[src/rtl/mult_div_unit.sv]
// Iterative MIPS multiply/divide unit. It holds the architectural HI/LO
// registers and runs MULT, MULTU, DIV and DIVU, one iteration per cycle.
// MTHI/MTLO write HI/LO directly while the unit is idle.
//
// Handshake: start is sampled only in IDLE. An accepted start raises busy
// on the same edge. busy stays high until the edge that writes HI/LO. At
// that edge done rises for exactly one cycle. start while busy is ignored.
module mult_div_unit #(
  parameter int WIDTH = 32
) (
  input  logic             clk,
  input  logic             reset,
  input  logic             start,
  input  logic [1:0]       op,
  input  logic [WIDTH-1:0] a,
  input  logic [WIDTH-1:0] b,
  input  logic             hi_we,
  input  logic             lo_we,
  input  logic [WIDTH-1:0] wdata,
  output logic             busy,
  output logic             done,
  output logic             div_by_zero,
  output logic [WIDTH-1:0] hi,
  output logic [WIDTH-1:0] lo,
  output logic [1:0]       dbg_state
);

  localparam int CW = $clog2(WIDTH) + 1;

  typedef enum logic [1:0] {S_IDLE = 2'd0, S_RUN = 2'd1, S_FIX = 2'd2} state_t;

  state_t state, next_state;

  logic [CW-1:0]      cnt;
  logic [2*WIDTH-1:0] acc;      // multiply: {partial, multiplier}; divide: {rem, dividend/quotient}
  logic [WIDTH-1:0]   mag_a;
  logic [WIDTH-1:0]   mag_b;
  logic [WIDTH-1:0]   a_raw;    // original dividend, returned in HI on divide by zero
  logic               is_div;
  logic               neg_res;  // negate product / quotient
  logic               neg_rem;  // negate remainder (dividend was negative)

  logic [WIDTH-1:0]   abs_a, abs_b;
  logic [WIDTH:0]     mul_sum;
  logic [WIDTH:0]     div_shift;
  logic               div_ge;
  logic [WIDTH-1:0]   div_sub;
  logic [2*WIDTH-1:0] acc_next;
  logic [2*WIDTH-1:0] prod_fix;
  logic [WIDTH-1:0]   quo_fix, rem_fix;

  assign dbg_state = state;

  // Operand magnitudes for signed ops; the most-negative value maps onto itself,
  // which is its correct unsigned magnitude.
  assign abs_a = (op[0] && a[WIDTH-1]) ? (~a + 1'b1) : a;
  assign abs_b = (op[0] && b[WIDTH-1]) ? (~b + 1'b1) : b;

  // One shift-add or restoring-divide step, plus the final sign correction.
  always_comb begin
    mul_sum   = {1'b0, acc[2*WIDTH-1:WIDTH]} + (acc[0] ? {1'b0, mag_a} : {(WIDTH+1){1'b0}});
    div_shift = acc[2*WIDTH-1:WIDTH-1];
    div_ge    = div_shift >= {1'b0, mag_b};
    div_sub   = WIDTH'(div_shift - {1'b0, mag_b});
    if (is_div)
      acc_next = {(div_ge ? div_sub : div_shift[WIDTH-1:0]), acc[WIDTH-2:0], div_ge};
    else
      acc_next = {mul_sum, acc[WIDTH-1:1]};
    prod_fix = neg_res ? (~acc + 1'b1) : acc;
    quo_fix  = neg_res ? (~acc[WIDTH-1:0] + 1'b1) : acc[WIDTH-1:0];
    rem_fix  = neg_rem ? (~acc[2*WIDTH-1:WIDTH] + 1'b1) : acc[2*WIDTH-1:WIDTH];
  end

  // State register.
  always_ff @(posedge clk) begin
    if (reset) state <= S_IDLE;
    else       state <= next_state;
  end

  // Next-state logic: IDLE -> RUN on start, WIDTH iterations, one FIX cycle.
  always_comb begin
    next_state = state;
    case (state)
      S_IDLE:  if (start) next_state = S_RUN;
      S_RUN:   if (cnt == CW'(WIDTH - 1)) next_state = S_FIX;
      S_FIX:   next_state = S_IDLE;
      default: next_state = S_IDLE;
    endcase
  end

  // Datapath, HI/LO and handshake outputs.
  always_ff @(posedge clk) begin
    if (reset) begin
      hi          <= '0;
      lo          <= '0;
      busy        <= 1'b0;
      done        <= 1'b0;
      div_by_zero <= 1'b0;
      cnt         <= '0;
      acc         <= '0;
      mag_a       <= '0;
      mag_b       <= '0;
      a_raw       <= '0;
      is_div      <= 1'b0;
      neg_res     <= 1'b0;
      neg_rem     <= 1'b0;
    end else begin
      done <= 1'b0;
      case (state)
        S_IDLE: begin
          if (start) begin
            is_div      <= op[1];
            a_raw       <= a;
            mag_a       <= abs_a;
            mag_b       <= abs_b;
            neg_res     <= op[0] & (a[WIDTH-1] ^ b[WIDTH-1]);
            neg_rem     <= op[0] & a[WIDTH-1];
            div_by_zero <= op[1] & (b == '0);
            busy        <= 1'b1;
            cnt         <= '0;
            acc         <= op[1] ? {{WIDTH{1'b0}}, abs_a} : {{WIDTH{1'b0}}, abs_b};
          end else begin
            if (hi_we) hi <= wdata;
            if (lo_we) lo <= wdata;
          end
        end
        S_RUN: begin
          acc <= acc_next;
          cnt <= cnt + 1'b1;
        end
        S_FIX: begin
          busy <= 1'b0;
          done <= 1'b1;
          if (!is_div) begin
            hi <= prod_fix[2*WIDTH-1:WIDTH];
            lo <= prod_fix[WIDTH-1:0];
          end else if (div_by_zero) begin
            hi <= a_raw;
            lo <= '1;
          end else begin
            hi <= rem_fix;
            lo <= quo_fix;
          end
        end
        default: ;
      endcase
    end
  end

endmodule

[config.mk]
export PLATFORM = sky130hd
export DESIGN_NAME = mult_div_unit
export DESIGN_NICKNAME = d
export VERILOG_FILES = /design/src/rtl/mult_div_unit.sv
export SDC_FILE = /design/constraint.sdc
export NUM_CORES = 1
export LEC_CHECK = 0
export CAP_MARGIN = 30
export CORE_AREA = 2 2 237 122
export DETAILED_ROUTE_END_ITERATION = 7
export DIE_AREA = 0 0 239 124
export DONT_BUFFER_PORTS = 1
export PLACE_DENSITY = 0.8
export RECOVER_POWER = 100
export SLEW_MARGIN = 40
export SYNTH_ARGS = -nofsm -noshare
export SYNTH_HDL_FRONTEND = slang
export SYNTH_SLANG_ARGS = --single-unit
[constraint.sdc]
create_clock -name clk -period 4 [get_ports clk]
set_input_delay 1.2 -clock clk [delete_from_list [all_inputs] [get_ports clk]]
set_output_delay 1.2 -clock clk [all_outputs]
set_load 0.03 [all_outputs]
# [Word level (Yosys, flattened, before mapping)]
# Cells that the tools add are included.
[op_classes] n_addsub=8 order_cmp=1 eq_ne=8 n_mux=29 n_bitwise=9 reduce_logical=12
[op_table] cell="2-to-1 mux 32 bit" count=15
[op_table] cell="2-to-1 mux 64 bit" count=3
[op_table] cell="adder 32 x 1 -> 32 bit (second input constant)" count=4
[op_table] cell="NOT 32 bit" count=4
[op_table] cell="one-hot mux 32 bit (2 select lines)" count=2
[op_table] cell="one-hot mux 64 bit (2 select lines)" count=1
[op_table] cell="adder 64 x 1 -> 64 bit (second input constant)" count=1
[op_table] cell="NOT 64 bit" count=1
[op_table] cell="adder 32 x 32 -> 33 bit" count=1
[op_table] cell=">= comparator 33 x 32 -> 1 bit" count=1
[op_table] cell="logical NOT 32 bit" count=1
[op_table] cell="subtractor 32 bit" count=1
[op_table] cell="one-hot mux 6 bit (2 select lines)" count=1
[op_table] cell="inequality test 2 bit (second input constant)" count=5
[op_table] cell="AND reduction 2 bit" count=4
[op_table] cell="adder 6 x 1 -> 6 bit (second input constant)" count=1
[op_table] cell="equality test 6 x 5 -> 1 bit (second input constant)" count=1
[op_table] cell="2-to-1 mux 6 bit" count=1
[op_table] cell="AND reduction 3 bit" count=2
[op_table] cell="2-to-1 mux 2 bit" count=2
[op_table] cell="one-hot mux 2 bit (2 select lines)" count=1
[op_table] cell="nonzero test 2 bit" count=2
[op_table] cell="bitwise AND 1 bit" count=3
[op_table] cell="equality test 2 x 1 -> 1 bit (second input constant)" count=1
[op_table] cell="6 further kinds" count=8
[totals] regBits=238 in_bits=103 out_inout_bits=69 word_cells=81

# [Depth between registers and ports, before layout]
[logic_depth] depth_word=6 ltp_mapped=15 mapped_depth_nobuf=13

# [Worst setup path after synthesis]
# Ideal clock, no wire load.
[synth_timing] path_kind="input -> register" start="input b[21]" end="register acc[30]" setup_ns=0.086 arrival_time_ns=3.611 t_required_ns=3.914 setup_slack_ns=0.303 cell_stages=9 path_buffers=0 path_cell_list="or4_1 or3_1 or4_1 nor3_1 a31oi_1 xnor2_1 or3_1 o211a_1 a211oi_1"
[synth_via] elab_chain_cells=6
[synth_lines] element="start: declaration" line_no="16" text="input logic [WIDTH-1:0] b,"
[synth_lines] element="NOT 32 bit" line_no="57" text="assign abs_b = (op[0] && b[WIDTH-1]) ? (~b + 1'b1) : b;"
[synth_lines] element="adder 32 x 1 -> 32 bit" line_no="57"
[synth_lines] element="2-to-1 mux 32 bit" line_no="57"
[synth_lines] element="2-to-1 mux 32 bit" line_no="121" text="acc <= op[1] ? {{WIDTH{1'b0}}, abs_a} : {{WIDTH{1'b0}}, abs_b};"
[synth_lines] element="2-to-1 mux 64 bit" line_no="111" text="if (start) begin"
[synth_lines] element="one-hot mux 64 bit (2 select lines)" line_no="109" text="case (state)"
[synth_lines] element="end signal: assignment" line_no="121"
[synth_lines] element="end signal: assignment" line_no="128" text="acc <= acc_next;"
[synth_lines] element="end: declaration" line_no="35" text="logic [2*WIDTH-1:0] acc;"
# Every way passes these cells. The select of a mux whose other input is x is not followed.
# A chain may end at the register's enable or synchronous reset.

# [Final worst setup path]
[layout_timing] start="register state[0], in the netlist dbg_state[0]" end="register acc[31]"
[layout_via] elab_chain_cells=3 word_cells_on_any_way=6
[layout_lines] element="start: declaration" line_no="32" text="state_t state, next_state;"
[layout_lines] element="start signal: assignment" line_no="77" text="else state <= next_state;"
[layout_lines] element="equality test 2 x 1 -> 1 bit / logical NOT 2 bit (equally long branches)" line_no="109"
[layout_lines] element="nonzero test 2 bit (no source line) / inequality test 2 bit (equally long branches)"
[layout_lines] element="AND reduction 2 bit (no source line)"
# Parallel ways exist; a longest one is shown, timed or not.

==> impl_metrics.yaml <==
timing:
  slew_violations: 178
  fin_crit_sh_pct: 94.8
  worst_pin_slew_ps: 1890
  clock_skew_ps: 16.3
  setup_viol: 0
  min_period_ps: 3790
  clock.fmax_mhz: 264
  slew_headroom_pct: -26.0
  finalHoldViolations: 0
  rsz0062_at_grt: "false"
  final.setup.tns_ps: 0
global_routing:
  grt_usage_pct: 41.1
  antenna_found_initial: 1
  met2_usage_pct: 56.1
  met3_usage_pct: 14.9
  grt_max_degree: 205
  grt_first_pass_wirelength_um: 93600
  met1_usage_pct: 59.6
  grt_pass1_vias: 15700
  grt_remaining_overflow: 0
  top_usage_layer: "met1"
critical_path:
  crit_arrival_ps: 4190
  worstSetupEndpointType: "flip-flop"
  worstPathRequired_ps: 4400
  cp_max_fo: 44
  reg2regPathDepth: 6
  r2r_slack_ps: 210
  regToRegStartpoint: "dbg_state[0]"
  critPathLaunchType: "flip-flop"
  path_class: "reg -> reg"
  rr_endpoint: "acc[31]"
logic_synthesis:
  synthFlopType: "dfxtp_1"
  synth.most_common_cell: "nand2_1"
  synth_edf_count: 0
  synth-seq-cells: 237
  synth_top_area_share_pct: 26.9
  async_flop_share_pct: 0
  syn_area_mm2: 0.0177
  synth_commonest_cells: "298 x nand2_1, 237 x dfxtp_1, 218 x a21oi_1, 194 x nor2_1, 145 x clkbuf_1"
  synthTopCellsByArea: "dfxtp_1 27%, xnor2_1 6.6%, nand2_1 6.3%"
  yosysTopAreaCell: "dfxtp_1"
  ys_types: 91
  ys_seq_area_share_pct: 26.9
  synthCells: 2334
  ys_warn_count: 0
  syn-num-nets: 2508
  avgSynthCellArea_um2: 7.57
pwr:
  p_sw_share_pct: 34.9
  p_leak_nw: 6.91
  power_mw: 6.92
  powerDensity_mw_per_mm2: 371
  p_int_mw: 4.51
  vdd_drop_max_mv: 0.281
  power_frac_comb_pct: 24.6
  clkPwrFrac_pct: 35.1
  power.switching_mw: 2.41
  p_seq_share_pct: 40.4
cells_and_area:
  nFillCells: 2381
  seq_area_mm2: 0.00475
  multi_input_area_mm2: 0.0118
  drive_gt1_share_pct: 6.33
  area_delta_synth_final_pct: 5.63
  nets: 2431
floorplanning:
  ioPinCount: 172
  start_util_pct: 64.4
  rows: 43
  fp.dieW_um: 239
  die_y_um: 124
  coreArea_mm2: 0.0274
  die-area_mm2: 0.0296
placed_design:
  dpl.hpwl_um: 46800
  io_buffers: 0
  gp_congestion: 1.03
clock_network:
  cts_setup_buffers: 0
  cts_made_buffers: 25
  clk_pin_slew_worst_paths_ps: 70
  cts-resized-gates: 0
  holdBufCountCts: 0
  clockBufferDepth: 3
  numClockSinks: 237
  insertion_delay_ps: 580
  cts-root-buf: "clkbuf_16"
  cts_tree: "yes"
  cts_max_level: 1
worst_hold_path:
  hold_start: "mag_a[31]"
  whs_endpoint: "mag_a[31]"
  hold_path_depth: 2
  hold_path.class: "reg -> reg"
route:
  drt_iter0_markers: 3050
  via_per_inst: 6.85
  dr.pass1.iters: 6
  drc: 0
  route.vias.total: 18100
  wl_per_cell_um: 24.0
  ant_nets: 0
  drt_wl_total_um: 63200
run:
  drv_cap: 1
status:
  violations: "max-capacitance violations, max-slew violations"
  outcome: "finished with violations"
## flip-flops by register name (all words and copies together), names as in the netlist
signal	count
neg_res	1
hi	32
div_by_zero	1
mag_a	32
lo	32
a_raw	31
neg_rem	1
is_div	1
busy	1
mag_b	32
acc	64
dbg_state	2
cnt	6
done	1
## critical path: stages (launching register included)
cell,delay [ps]
dfxtp_1,670
inv_1,400
nor2_1,920
clkbuf_2,870
nor3_1,280
a31oi_1,260
o31ai_1,190
## cell families after synthesis
logic type	Yosys count	synth area share, %
AND/OR/NAND/NOR	775	20.6
multiplexers	66	3.76
XOR/XNOR	189	9.37
flip-flops	237	26.9
buffers and inverters	252	6.26
adder cells (fa/ha/maj)	71	5.11
AO/OA/AOI/OAI	744	28.0
## layer usage
layer | wire [µm] | part of all wire [%] | up-vias
met5 | 0 | 0 | -
met4 | 1660 | 2.6 | 0
met3 | 10500 | 17 | 151
met2 | 24200 | 38 | 1208
met1 | 26800 | 42 | 8379
li1 | - | - | 8312
## worst max path at each step
stage | start | endpoint | depth (start not counted)
floorplan | b[21] | acc[30] | 9
global placement | b[5] | acc[31] | 9
detailed placement | b[21] | acc[30] | 9
CTS | mag_b[0] | acc[62] | 12
global route | dbg_state[0] | acc[62] | 7
finish | dbg_state[0] | acc[31] | 6
## power by group through the flow
| stage | registers (mW) | clock network (mW) | logic, mW |
|---|---|---|---|
| after detailed placement | 2.83 | 0 | 1.64 |
| final | 2.79 | 2.43 | 1.70 |
| after floorplan | 2.72 | 0 | 1.32 |
| after global routing | 2.80 | 2.50 | 1.84 |
| after CTS | 2.78 | 2.41 | 1.65 |
| after global placement | 2.82 | 0 | 1.61 |
## layout make-up
class,instances,area share [%]
antenna,1,0.0134
timing repair buffer,81,3.07
sequential,237,25.5
inverter,67,1.35
multi-input combinational,1845,63.3
clock inverter,10,0.610
clock buffer,34,3.80
tap,360,2.41
## through the flow
stage	setup slack, ps	cells	utilization (%)	hold WS [ps]	instance area (µm²)
floorplan	303	2334	-	431	17700
global placement	266	2590	65.4	436	17900
detailed placement	252	2590	65.4	441	18000
CTS	592	2634	68.4	454	18800
global route	146	2634	68.0	467	18700
finish	209	2635	68.0	454	18700
## cells in the final DEF (no fill, tap or decap), drive strengths merged, types with 15 or more instances in the layout
master / Yosys / layout
ha: 69 / 69
a211oi: 105 / 105
nor2b: 20 / 20
inv: 67 / 69
nor2: 194 / 194
a31oi: 18 / 18
xor2: 55 / 55
or4: 21 / 21
buf: 34 / 62
o41ai: 16 / 16
a221oi: 19 / 19
a21o: 21 / 21
nor3: 45 / 45
a21oi: 218 / 218
o221ai: 40 / 40
o21a: 17 / 17
o211ai: 28 / 28
dfxtp: 237 / 237
and2: 44 / 44
mux2i: 63 / 63
o31ai: 30 / 30
xnor2: 134 / 134
o21ai: 119 / 119
nor4: 15 / 15
nand3: 44 / 44
clkbuf: 150 / 53
or3: 17 / 17
nand2: 300 / 300
nand2b: 20 / 20
Power figures use the tool's default switching activity.
